`src/rtl/tlut_mvm_engine.sv`:
```
// Temporal-LUT matrix-vector multiply engine: unary-coded inputs gate per-lane weight
// accumulation, then a registered adder tree reduces the lanes of each output channel.
module tlut_mvm_engine #(
    parameter int unsigned DIM_A        = 4,
    parameter int unsigned DIM_C        = 2,
    parameter int unsigned INPUT_WIDTH  = 4,
    parameter int unsigned WEIGHT_WIDTH = 4,
    parameter bit          SIGNED_W     = 1'b0,
    parameter int unsigned ACC_WIDTH    = WEIGHT_WIDTH + INPUT_WIDTH + $clog2(DIM_A),
    parameter int unsigned TREE_STAGES  = $clog2(DIM_A)
) (
    input  logic                                  clk,
    input  logic                                  rst,
    input  logic                                  enable,
    input  logic                                  in_valid,
    output logic                                  in_ready,
    input  logic [DIM_A*INPUT_WIDTH-1:0]          in_vec,
    input  logic [DIM_C*DIM_A*WEIGHT_WIDTH-1:0]   w_mat,
    input  logic [$clog2(INPUT_WIDTH+1)-1:0]      prec,
    output logic                                  out_valid,
    input  logic                                  out_ready,
    output logic [DIM_C*ACC_WIDTH-1:0]            result,
    output logic                                  busy
);

    localparam int unsigned IW   = INPUT_WIDTH;
    localparam int unsigned WW   = WEIGHT_WIDTH;
    localparam int unsigned AW   = ACC_WIDTH;
    localparam int unsigned PW   = $clog2(INPUT_WIDTH + 1);
    localparam int unsigned NPad = 1 << TREE_STAGES;
    localparam int unsigned DW   = $clog2(TREE_STAGES + 2);

    typedef enum logic [1:0] {StIdle, StRun, StDrain, StDone} state_e;

    state_e               state_q, state_d;
    logic [IW-1:0]        in_q   [DIM_A];
    logic [WW-1:0]        w_q    [DIM_C][DIM_A];
    logic [AW-1:0]        acc_q  [DIM_C][DIM_A];
    logic [AW-1:0]        wext   [DIM_C][DIM_A];
    logic [AW-1:0]        root   [DIM_C];
    logic [PW-1:0]        p_q;
    logic [IW-1:0]        cnt_q;
    logic [DW-1:0]        dcnt_q;
    logic [DIM_C*AW-1:0]  result_q;

    logic [PW-1:0]        p_res;
    logic [IW-1:0]        in_mask;
    logic [IW-1:0]        cnt_last;
    logic                 accept, run_step, run_last, drain_step, drain_last;

    always_comb begin
        p_res = prec;
        if (prec == '0 || prec > PW'(IW)) begin
            p_res = PW'(IW);
        end
        for (int b = 0; b < int'(IW); b++) begin
            in_mask[b] = (b < int'(p_res));
        end
        // Final RUN cycle has cnt = 2^p - 2, so that counts 0..2^p-2 cover inputs up to 2^p-1.
        cnt_last = IW'((32'd1 << p_q) - 32'd2);
    end

    assign accept     = (state_q == StIdle) && in_valid;
    assign run_step   = (state_q == StRun) && enable;
    assign run_last   = run_step && (cnt_q == cnt_last);
    assign drain_step = (state_q == StDrain) && enable;
    assign drain_last = drain_step && (dcnt_q == DW'(TREE_STAGES));

    always_ff @(posedge clk or posedge rst) begin
        if (rst) begin
            state_q <= StIdle;
        end else begin
            state_q <= state_d;
        end
    end

    always_comb begin
        state_d = state_q;
        case (state_q)
            StIdle:  if (accept)     state_d = StRun;
            StRun:   if (run_last)   state_d = StDrain;
            StDrain: if (drain_last) state_d = StDone;
            StDone:  if (out_ready)  state_d = StIdle;
            default:                 state_d = StIdle;
        endcase
    end

    always_ff @(posedge clk or posedge rst) begin
        if (rst) begin
            p_q      <= '0;
            cnt_q    <= '0;
            dcnt_q   <= '0;
            result_q <= '0;
            for (int a = 0; a < int'(DIM_A); a++) begin
                in_q[a] <= '0;
            end
            for (int c = 0; c < int'(DIM_C); c++) begin
                for (int a = 0; a < int'(DIM_A); a++) begin
                    w_q[c][a]   <= '0;
                    acc_q[c][a] <= '0;
                end
            end
        end else begin
            if (accept) begin
                p_q    <= p_res;
                cnt_q  <= '0;
                dcnt_q <= '0;
                for (int a = 0; a < int'(DIM_A); a++) begin
                    in_q[a] <= in_vec[a*IW +: IW] & in_mask;
                end
                for (int c = 0; c < int'(DIM_C); c++) begin
                    for (int a = 0; a < int'(DIM_A); a++) begin
                        w_q[c][a]   <= w_mat[(c*DIM_A+a)*WW +: WW];
                        acc_q[c][a] <= '0;
                    end
                end
            end
            if (run_step) begin
                cnt_q <= cnt_q + 1'b1;
                for (int c = 0; c < int'(DIM_C); c++) begin
                    for (int a = 0; a < int'(DIM_A); a++) begin
                        if (cnt_q < in_q[a]) begin
                            acc_q[c][a] <= acc_q[c][a] + wext[c][a];
                        end
                    end
                end
            end
            if (drain_step) begin
                dcnt_q <= dcnt_q + 1'b1;
            end
            if (drain_last) begin
                for (int c = 0; c < int'(DIM_C); c++) begin
                    result_q[c*AW +: AW] <= root[c];
                end
            end
        end
    end

    for (genvar c = 0; c < DIM_C; c++) begin : g_chan
        for (genvar a = 0; a < DIM_A; a++) begin : g_ext
            if (SIGNED_W) begin : g_sext
                assign wext[c][a] = AW'($signed(w_q[c][a]));
            end else begin : g_zext
                assign wext[c][a] = AW'(w_q[c][a]);
            end
        end

        // Leaves are padded to a power of two with zeros so the tree is a full heap.
        logic [AW-1:0] leaf [NPad];
        for (genvar j = 0; j < NPad; j++) begin : g_leaf
            if (j < DIM_A) begin : g_real
                assign leaf[j] = acc_q[c][j];
            end else begin : g_pad
                assign leaf[j] = '0;
            end
        end

        if (TREE_STAGES == 0) begin : g_notree
            assign root[c] = leaf[0];
        end else begin : g_tree
            // Heap numbering: node k sums children 2k and 2k+1; indices >= NPad are leaves.
            for (genvar k = 1; k < NPad; k++) begin : g_node
                logic [AW-1:0] lhs, rhs, sum_q;
                if (2 * k >= NPad) begin : g_kids_leaf
                    assign lhs = leaf[2*k-NPad];
                    assign rhs = leaf[2*k+1-NPad];
                end else begin : g_kids_node
                    assign lhs = g_node[2*k].sum_q;
                    assign rhs = g_node[2*k+1].sum_q;
                end
                always_ff @(posedge clk or posedge rst) begin
                    if (rst) begin
                        sum_q <= '0;
                    end else if (drain_step) begin
                        sum_q <= lhs + rhs;
                    end
                end
            end
            assign root[c] = g_node[1].sum_q;
        end
    end

    assign in_ready  = (state_q == StIdle);
    assign out_valid = (state_q == StDone);
    assign busy      = (state_q == StRun) || (state_q == StDrain);
    assign result    = result_q;

endmodule

```
`config.mk`:
```
export PLATFORM = sky130hd
export DESIGN_NAME = tlut_mvm_engine
export DESIGN_NICKNAME = d
export VERILOG_FILES = /design/src/rtl/tlut_mvm_engine.sv
export SDC_FILE = /design/constraint.sdc
export NUM_CORES = 1
export LEC_CHECK = 0
export CAP_MARGIN = 20
export CORE_MARGIN = 4
export CORE_UTILIZATION = 55
export DETAILED_ROUTE_END_ITERATION = 16
export PLACE_DENSITY = 0.75
export SLEW_MARGIN = 20
export SYNTH_ARGS = -nofsm -noshare
export SYNTH_HDL_FRONTEND = slang
export SYNTH_SLANG_ARGS = --single-unit
```
`constraint.sdc`:
```
create_clock -name clk -period 12.06 [get_ports clk]
set_input_delay 2.412 -clock clk [delete_from_list [all_inputs] [get_ports clk]]
set_output_delay 2.412 -clock clk [all_outputs]
set_load 0.005 [all_outputs]
```
[Yosys cells after proc, flatten, opt, wreduce, memory -nomap -nowiden]
Cells that the tools add are included.
Operators by class
  $add $sub $neg: 17
  $lt $le $gt $ge: 9
  equal/unequal tests: 9
  shift operators: 1
  mux-type cells: 20
  bitwise operators: 4
  reduce and logical (&&, ||, !) cells: 12
Operators with widths (number)
  80-bit two-way mux: 2
  10-bit by 4-bit adder with 10-bit output: 8
  10-bit two-way mux: 8
  10-bit adder: 6
  4-bit bitwise AND: 4
  4-bit < comparator: 4
  2-bit two-way mux: 6
  4-bit two-way mux: 2
  2-bit case mux with 4 select lines: 1
  2-bit == test (second input constant): 3
  1-bit by 3-bit < comparator with 1-bit output (first input constant): 2
  2-bit by 3-bit < comparator with 1-bit output (first input constant): 2
  1-bit logical AND: 5
  4-bit by 1-bit adder with 4-bit output (second input constant): 1
  4-bit == test: 1
  2-bit by 1-bit inequality test with 1-bit output (second input constant): 2
  2-bit inequality test (second input constant): 2
  4-bit AND reduction: 1
  2-bit nonzero test: 2
  1-bit by 3-bit left shift with 4-bit output (first input constant): 1
  4-bit by 2-bit subtractor with 4-bit output (second input constant): 1
  3-bit greater-than comparator (second input constant): 1
  3-bit logical NOT: 1
  3-bit two-way mux: 1
  other kinds (4): 5
Storage, ports and cells
  bits in registers: 219
  input port bits: 56
  output and inout port bits: 23
  word-level logic and storage cells: 103

[Longest topological paths before layout]
  depth after elaboration: 6
  gate-level depth with buffers: 10
  mapped depth without buffers: 9

[Worst setup path after synthesis]
Ideal clock, no wire load.
  kind: input port to flip-flop
  start point: in prec[1]
  end point: reg in_q[14] in the netlist's numbering
  library setup time: 83 ps
  arrival: 3592 ps
  required time: 11977 ps
  path slack: 8385 ps
  cell stages on the path: 6
  path buffers: 0
  cells stage by stage: or2_2 -> ha_1 -> nand2b_1 -> a211oi_1 -> nand2_1 -> o21ai_0
Between the ends
  word-level cells in the longest chain between the ends: 5
  elaborated cells on any way between the ends: 6
  those cells by class: order compare (2); mux (1); bitwise (1); reduce/logical (2)
Ends and longest elaborated chain
  from (decl): RTL line 19  | input logic [$clog2(INPUT_WIDTH+1)-1:0] prec,
  3-bit greater-than comparator or 3-bit logical NOT (tied branches): RTL line 53  | if (prec == '0 || prec > PW'(IW)) begin
  1-bit logical OR: RTL line 53
  3-bit two-way mux *: RTL line 53
  2-bit by 3-bit < comparator with 1-bit output *: RTL line 57  | in_mask[b] = (b < int'(p_res));
  4-bit bitwise AND *: RTL line 109  | in_q[a] <= in_vec[a*IW +: IW] & in_mask;
  to (signal, indexed assignment): RTL line 109
  to (decl): RTL line 36  | logic [IW-1:0] in_q [DIM_A];
Every way passes the cells marked *; elsewhere a longest branch is shown, timed or not.
A chain may end at the register's enable or synchronous reset.

[Worst setup path in the final report]
  start point: in enable
  end point: reg state_q[1]
Between the ends
  word-level cells in the longest chain between the ends: 4
  elaborated cells on any way between the ends: 7
  those cells by class: eq/ne (2); reduce/logical (5)
Ends and longest elaborated chain
  from (decl): RTL line 14  | input logic enable,
  1-bit logical AND, on equally long branches: RTL line 66, 64
  1-bit logical AND, on equally long branches: RTL line 67, 65
  2-bit inequality test (no source line)
  4-bit AND reduction (no source line) *
  to (signal assigned): RTL line 71  | state_q <= StIdle;
  to (signal assigned): RTL line 73  | state_q <= state_d;
  to (decl): RTL line 35  | state_e state_q, state_d;
Marks and branches as above.

==> results by stage <==
Status:
- The run finished with clean final reports.

Synth:
- The area of the mapped netlist is around 13,000 um2.
- After synthesis, the netlist uses 59 different library cells.
- In this run, synthesis inferred 0 flip-flops with an integrated enable.
- When the netlist entered floorplanning its net count stood at 1,554.
- Of the post-synthesis cell area, the dominant cell type holds between 40% and 50%.
- For this run, the register share of the synthesized area comes to 42.8%.
- By area the synthesized netlist is led by dfrtp_1 (43%), ha_1 (10%), nand2_1 (6.8%).
- In this run, synthesis produced a sequential element count of around 220.
- The async set-or-reset flop fraction in the synthesized netlist is 100%.
- The count of warnings emitted by yosys is 0.
- The largest total area in the synthesized netlist belongs to dfrtp_1.
- The number of instances in the synthesized netlist is about 1,400.
- The mean cell area of the mapped netlist is slightly above 9 um2.
- The most common flop cell mapped by yosys is dfrtp_1.

Clock network:
- After clock tree synthesis, the clock-pin slew on the worst setup and hold paths is 0.06 ns.
- The number of clock sinks seen by CTS is between 200 and 250.
- The buffer depth of the longest clock path is 3.
- The H-tree level count is 1.
- The post-CTS setup buffer count is 0.
- The TritonCTS clock tree is yes.
- The later-pin clock latency in the skew report is roughly 0.52 ns.
- The total clock buffers created by CTS is 24.
- The quantity of gates resized following cts is 0.
- The count of hold-fix buffers inserted at cts is 0.
- The CTS root buffer is clkbuf_16.

Floorplanning:
- The floorplan has 55 rows.
- The initial core utilization is between 50% and 60%.
- In this run the horizontal extent of the chip is around 160 um.
- The floorplan step defined a die boundary enclosing approximately 26,000 um2.
- Measured along the y axis, the die boundary spans roughly 160 um.
- The core region is 22,800 um2.
- The top-level I/O count is 79.

STA:
- Of the available clock period, the critical path in the final layout requires about two fifths.
- The worst-case headroom to the max-slew limit is about a third.
- The total count of hold-check failures in the final report came to 0.
- The max-slew violation total from the final report is 0.
- Setup repair after global routing left no endpoint under its margin.
- The slew at the pin closest to its max-slew limit is around 1 ns.
- Timing would allow up to roughly 0.2 GHz.
- Across the routed clock network, the largest skew measured is ~0.017 ns.
- The total negative slack is 0 ns.
- Counting I/O delays and the setup requirement, the final critical path takes 4.98 ns.
- The final number of setup-violating endpoints is 0.

Cells and area:
- The number of non-filler instances in the completed layout is between 1,500 and 2,000.
- Relative to the synthesized area, the layout overhead comes to 14.6%.
- The post-route core utilization is around 64%.
- The final-stage net count is about 1,600.
- The number of antenna diodes is 0.
- The post-route netlist has slightly below 6% of its cells at a drive strength greater than 1.

Drt:
- The per-cell via count in the routed design is roughly 5.7.
- The final wirelength is around 29,000 um.
- The number of DRC markers after the initial detailed-route iteration is approximately 700.
- For this run, the detailed router's first-pass iteration total came to 5.
- The detail route stage leaves a number of antenna-violating nets equal to 0.
- The detailed router placed approximately 10,000 vias in this run.
- The DRC violations left is 0.
- In the final routed layout, each cell accounts on average for about 16 um.

Power and ir drop:
- Net switching is between 30 and 40% of the power.
- Sequential cells burn 37.1% of the power.
- The clock network power share is about 26%.
- Overall power consumption after layout is estimated at 2.97 mW.
- The areal power density over the cells is a little over 200 nW/um2.
- In this run the power spent charging and discharging nets is ~1.1 mW.
- The worst-case IR drop observed on VDD is 186 uV.
- The cell internal power dissipation is about 1.9 mW.
- Combinational logic is responsible for 37.1% of the overall power.
- The leakage power summed over all cells is 6.98 nW.

Global routing:
- The all-layer global routing usage is between 20% and 30%.
- The number of global-route vias before repair is between 9,000 and 10,000.
- After global routing the overflow that remains totals 0.
- The number of antenna violations at the first check in global routing was 0.
- Entering global routing, the biggest net connects approximately 120 pins.
- The first global-routing pass estimated just under 50,000 um of wire.

Placed design:
- The detailed placement HPWL is 20,300 um.
- The congestion estimate from routability-driven global placement came to roughly 0.83.
- The total placed cells including tap cells is 1,726.
- Buffers placed on the I/O ports in this run total 78.

Flow run:
- The tool flagged a number of max-cap violations equal to 0.

Worst setup path:
- The category of the critical setup timing path is in -> reg.
- STA classifies the critical path startpoint as an input port.
- Data on the critical path is required at its endpoint by approximately 12 ns.
- The worst setup path is captured at a flop.
- STA puts the critical path data arrival time at around 5.4 ns.
- Of all nets on the critical path, the largest fanout is 21.

Min path:
- The tightest min-delay check is of the reg -> reg type.
cell usage after synthesis (10+ instances only):
master / n
a211oi_1: 18
a21o_1: 29
a21oi_1: 53
a22o_1: 11
a31oi_1: 23
and2_1: 14
buf_1: 10
clkbuf_1: 35
dfrtp_1: 219
fa_1: 14
ha_1: 106
inv_1: 53
mux2_2: 21
nand2_1: 231
nand2b_1: 22
nand3_1: 57
nand4_1: 12
nor2_1: 54
nor2b_1: 21
nor3_1: 17
o21ai_0: 168
o21ai_1: 10
o31ai_1: 15
xnor2_1: 24
xor2_1: 42
metal layers:
layer | share of wire [%] | track usage (%)
met4 | 2.4 | 6.06
met1 | 48 | 32.2
met5 | 0 | 0
met3 | 5.6 | 3.72
met2 | 44 | 34.9
stage by stage:
step / worst slack, ns / hold slack (ns) / cell area, um2
6_report: 7.08 / 0.476 / 14700
5_1_grt: 6.88 / 0.504 / 14700
4_1_cts: 7.12 / 0.482 / 14700
3_5_place_dp: 6.53 / 0.469 / 13800
3_3_place_gp: 6.61 / 0.459 / 13800
2_1_floorplan: 3.66 / 0.442 / 12800
kinds of logic after synthesis:
logic type	Yosys count	share of synthesized area (%)
and+or+nand+nor	468	16.9
AOI/OAI and AO/OA	379	18.1
DFF	219	42.8
adders and majority gates	120	12.6
buffers and inverters	103	3.17
xor gates and xnor gates	66	4.52
muxes	23	2.00
final timing paths:
path / start / end / slack (ns) / cells after the start
min reg2reg: g_chan[1].g_tree.g_node[1].sum_q[5]$_DFFE_PP0P_ / g_chan[1].g_tree.g_node[1].sum_q[5]$_DFFE_PP0P_ / 0.48 / 2
max in group asynchronous: rst / p_q[2]$_DFFE_PP0P_ / 8.36 / 3
max reg2reg: state_q[0]$_DFFE_PP0P_ / state_q[1]$_DFFE_PP0P_ / 8.88 / 7
min in group asynchronous: rst / g_chan[0].g_tree.g_node[2].lhs[1]$_DFF_PP0_ / 2.41 / 2
max: enable / state_q[1]$_DFFE_PP0P_ / 7.08 / 6
min: g_chan[1].g_tree.g_node[1].sum_q[5]$_DFFE_PP0P_ / g_chan[1].g_tree.g_node[1].sum_q[5]$_DFFE_PP0P_ / 0.48 / 2
power groups by stage:
| stage | combinational, mW | clock [mW] | sequential (mW) |
|---|---|---|---|
| after floorplan | 0.835 | 0 | 1.05 |
| after global placement | 1.05 | 0 | 1.10 |
| after detailed placement | 1.09 | 0 | 1.11 |
| after CTS | 1.10 | 0.781 | 1.10 |
| after global routing | 1.26 | 0.811 | 1.13 |
| final | 1.10 | 0.765 | 1.10 |
critical path, cell delays in order:
cell and delay (ns):
clkdlybuf4s50_1 0.65, and2_1 0.63, nand2_1 0.75, a21oi_1 0.37, and3_1 0.22, mux2_2 0.33
area by class of cell:
class	count	area (um2)
clock inverters	4	95.1
well taps	313	392
inverters	53	206
fillers	1868	8110
flip-flops and latches	219	5480
repair buffers	85	833
multi-input cells	1056	6930
clock buffers	37	731
flip-flops by register name (all words and copies together), names as in the netlist:
signal	cells
g_chan.g_tree.g_node.lhs	60
g_chan.g_tree.g_node.rhs	60
w_q	32
g_chan.g_tree.g_node.sum_q	20
result	20
in_q	16
cnt_q	4
p_q	3
dcnt_q	2
state_q	2
placed cells by master, fill, tap and decap left out, types with 5 or more instances in the layout:
cell type / netlist / layout
nand2_1: 231 / 229
dfrtp_1: 219 / 219
o21ai_0: 168 / 168
ha_1: 106 / 106
clkdlybuf4s50_1: 0 / 78
nand3_1: 57 / 57
nor2_1: 54 / 54
a21oi_1: 53 / 53
inv_1: 53 / 52
xor2_1: 42 / 42
a21o_1: 29 / 29
clkbuf_16: 0 / 25
xnor2_1: 24 / 24
a31oi_1: 23 / 23
nand2b_1: 22 / 22
mux2_2: 21 / 21
nor2b_1: 21 / 21
a211oi_1: 18 / 18
nor3_1: 17 / 17
o31ai_1: 15 / 15
fa_1: 14 / 14
and2_1: 14 / 13
nand4_1: 12 / 12
a22o_1: 11 / 11
nor4_1: 9 / 9
o21ai_1: 10 / 9
o21a_1: 8 / 8
o211ai_1: 7 / 7
o21bai_1: 7 / 7
buf_4: 0 / 7
o221ai_1: 6 / 6
or4_1: 6 / 6
clkbuf_1: 35 / 6
clkbuf_8: 0 / 6
o22ai_1: 5 / 5
and3_1: 5 / 5
a31o_2: 5 / 5
nand3b_1: 5 / 5
(Power assumes the default switching activity.)
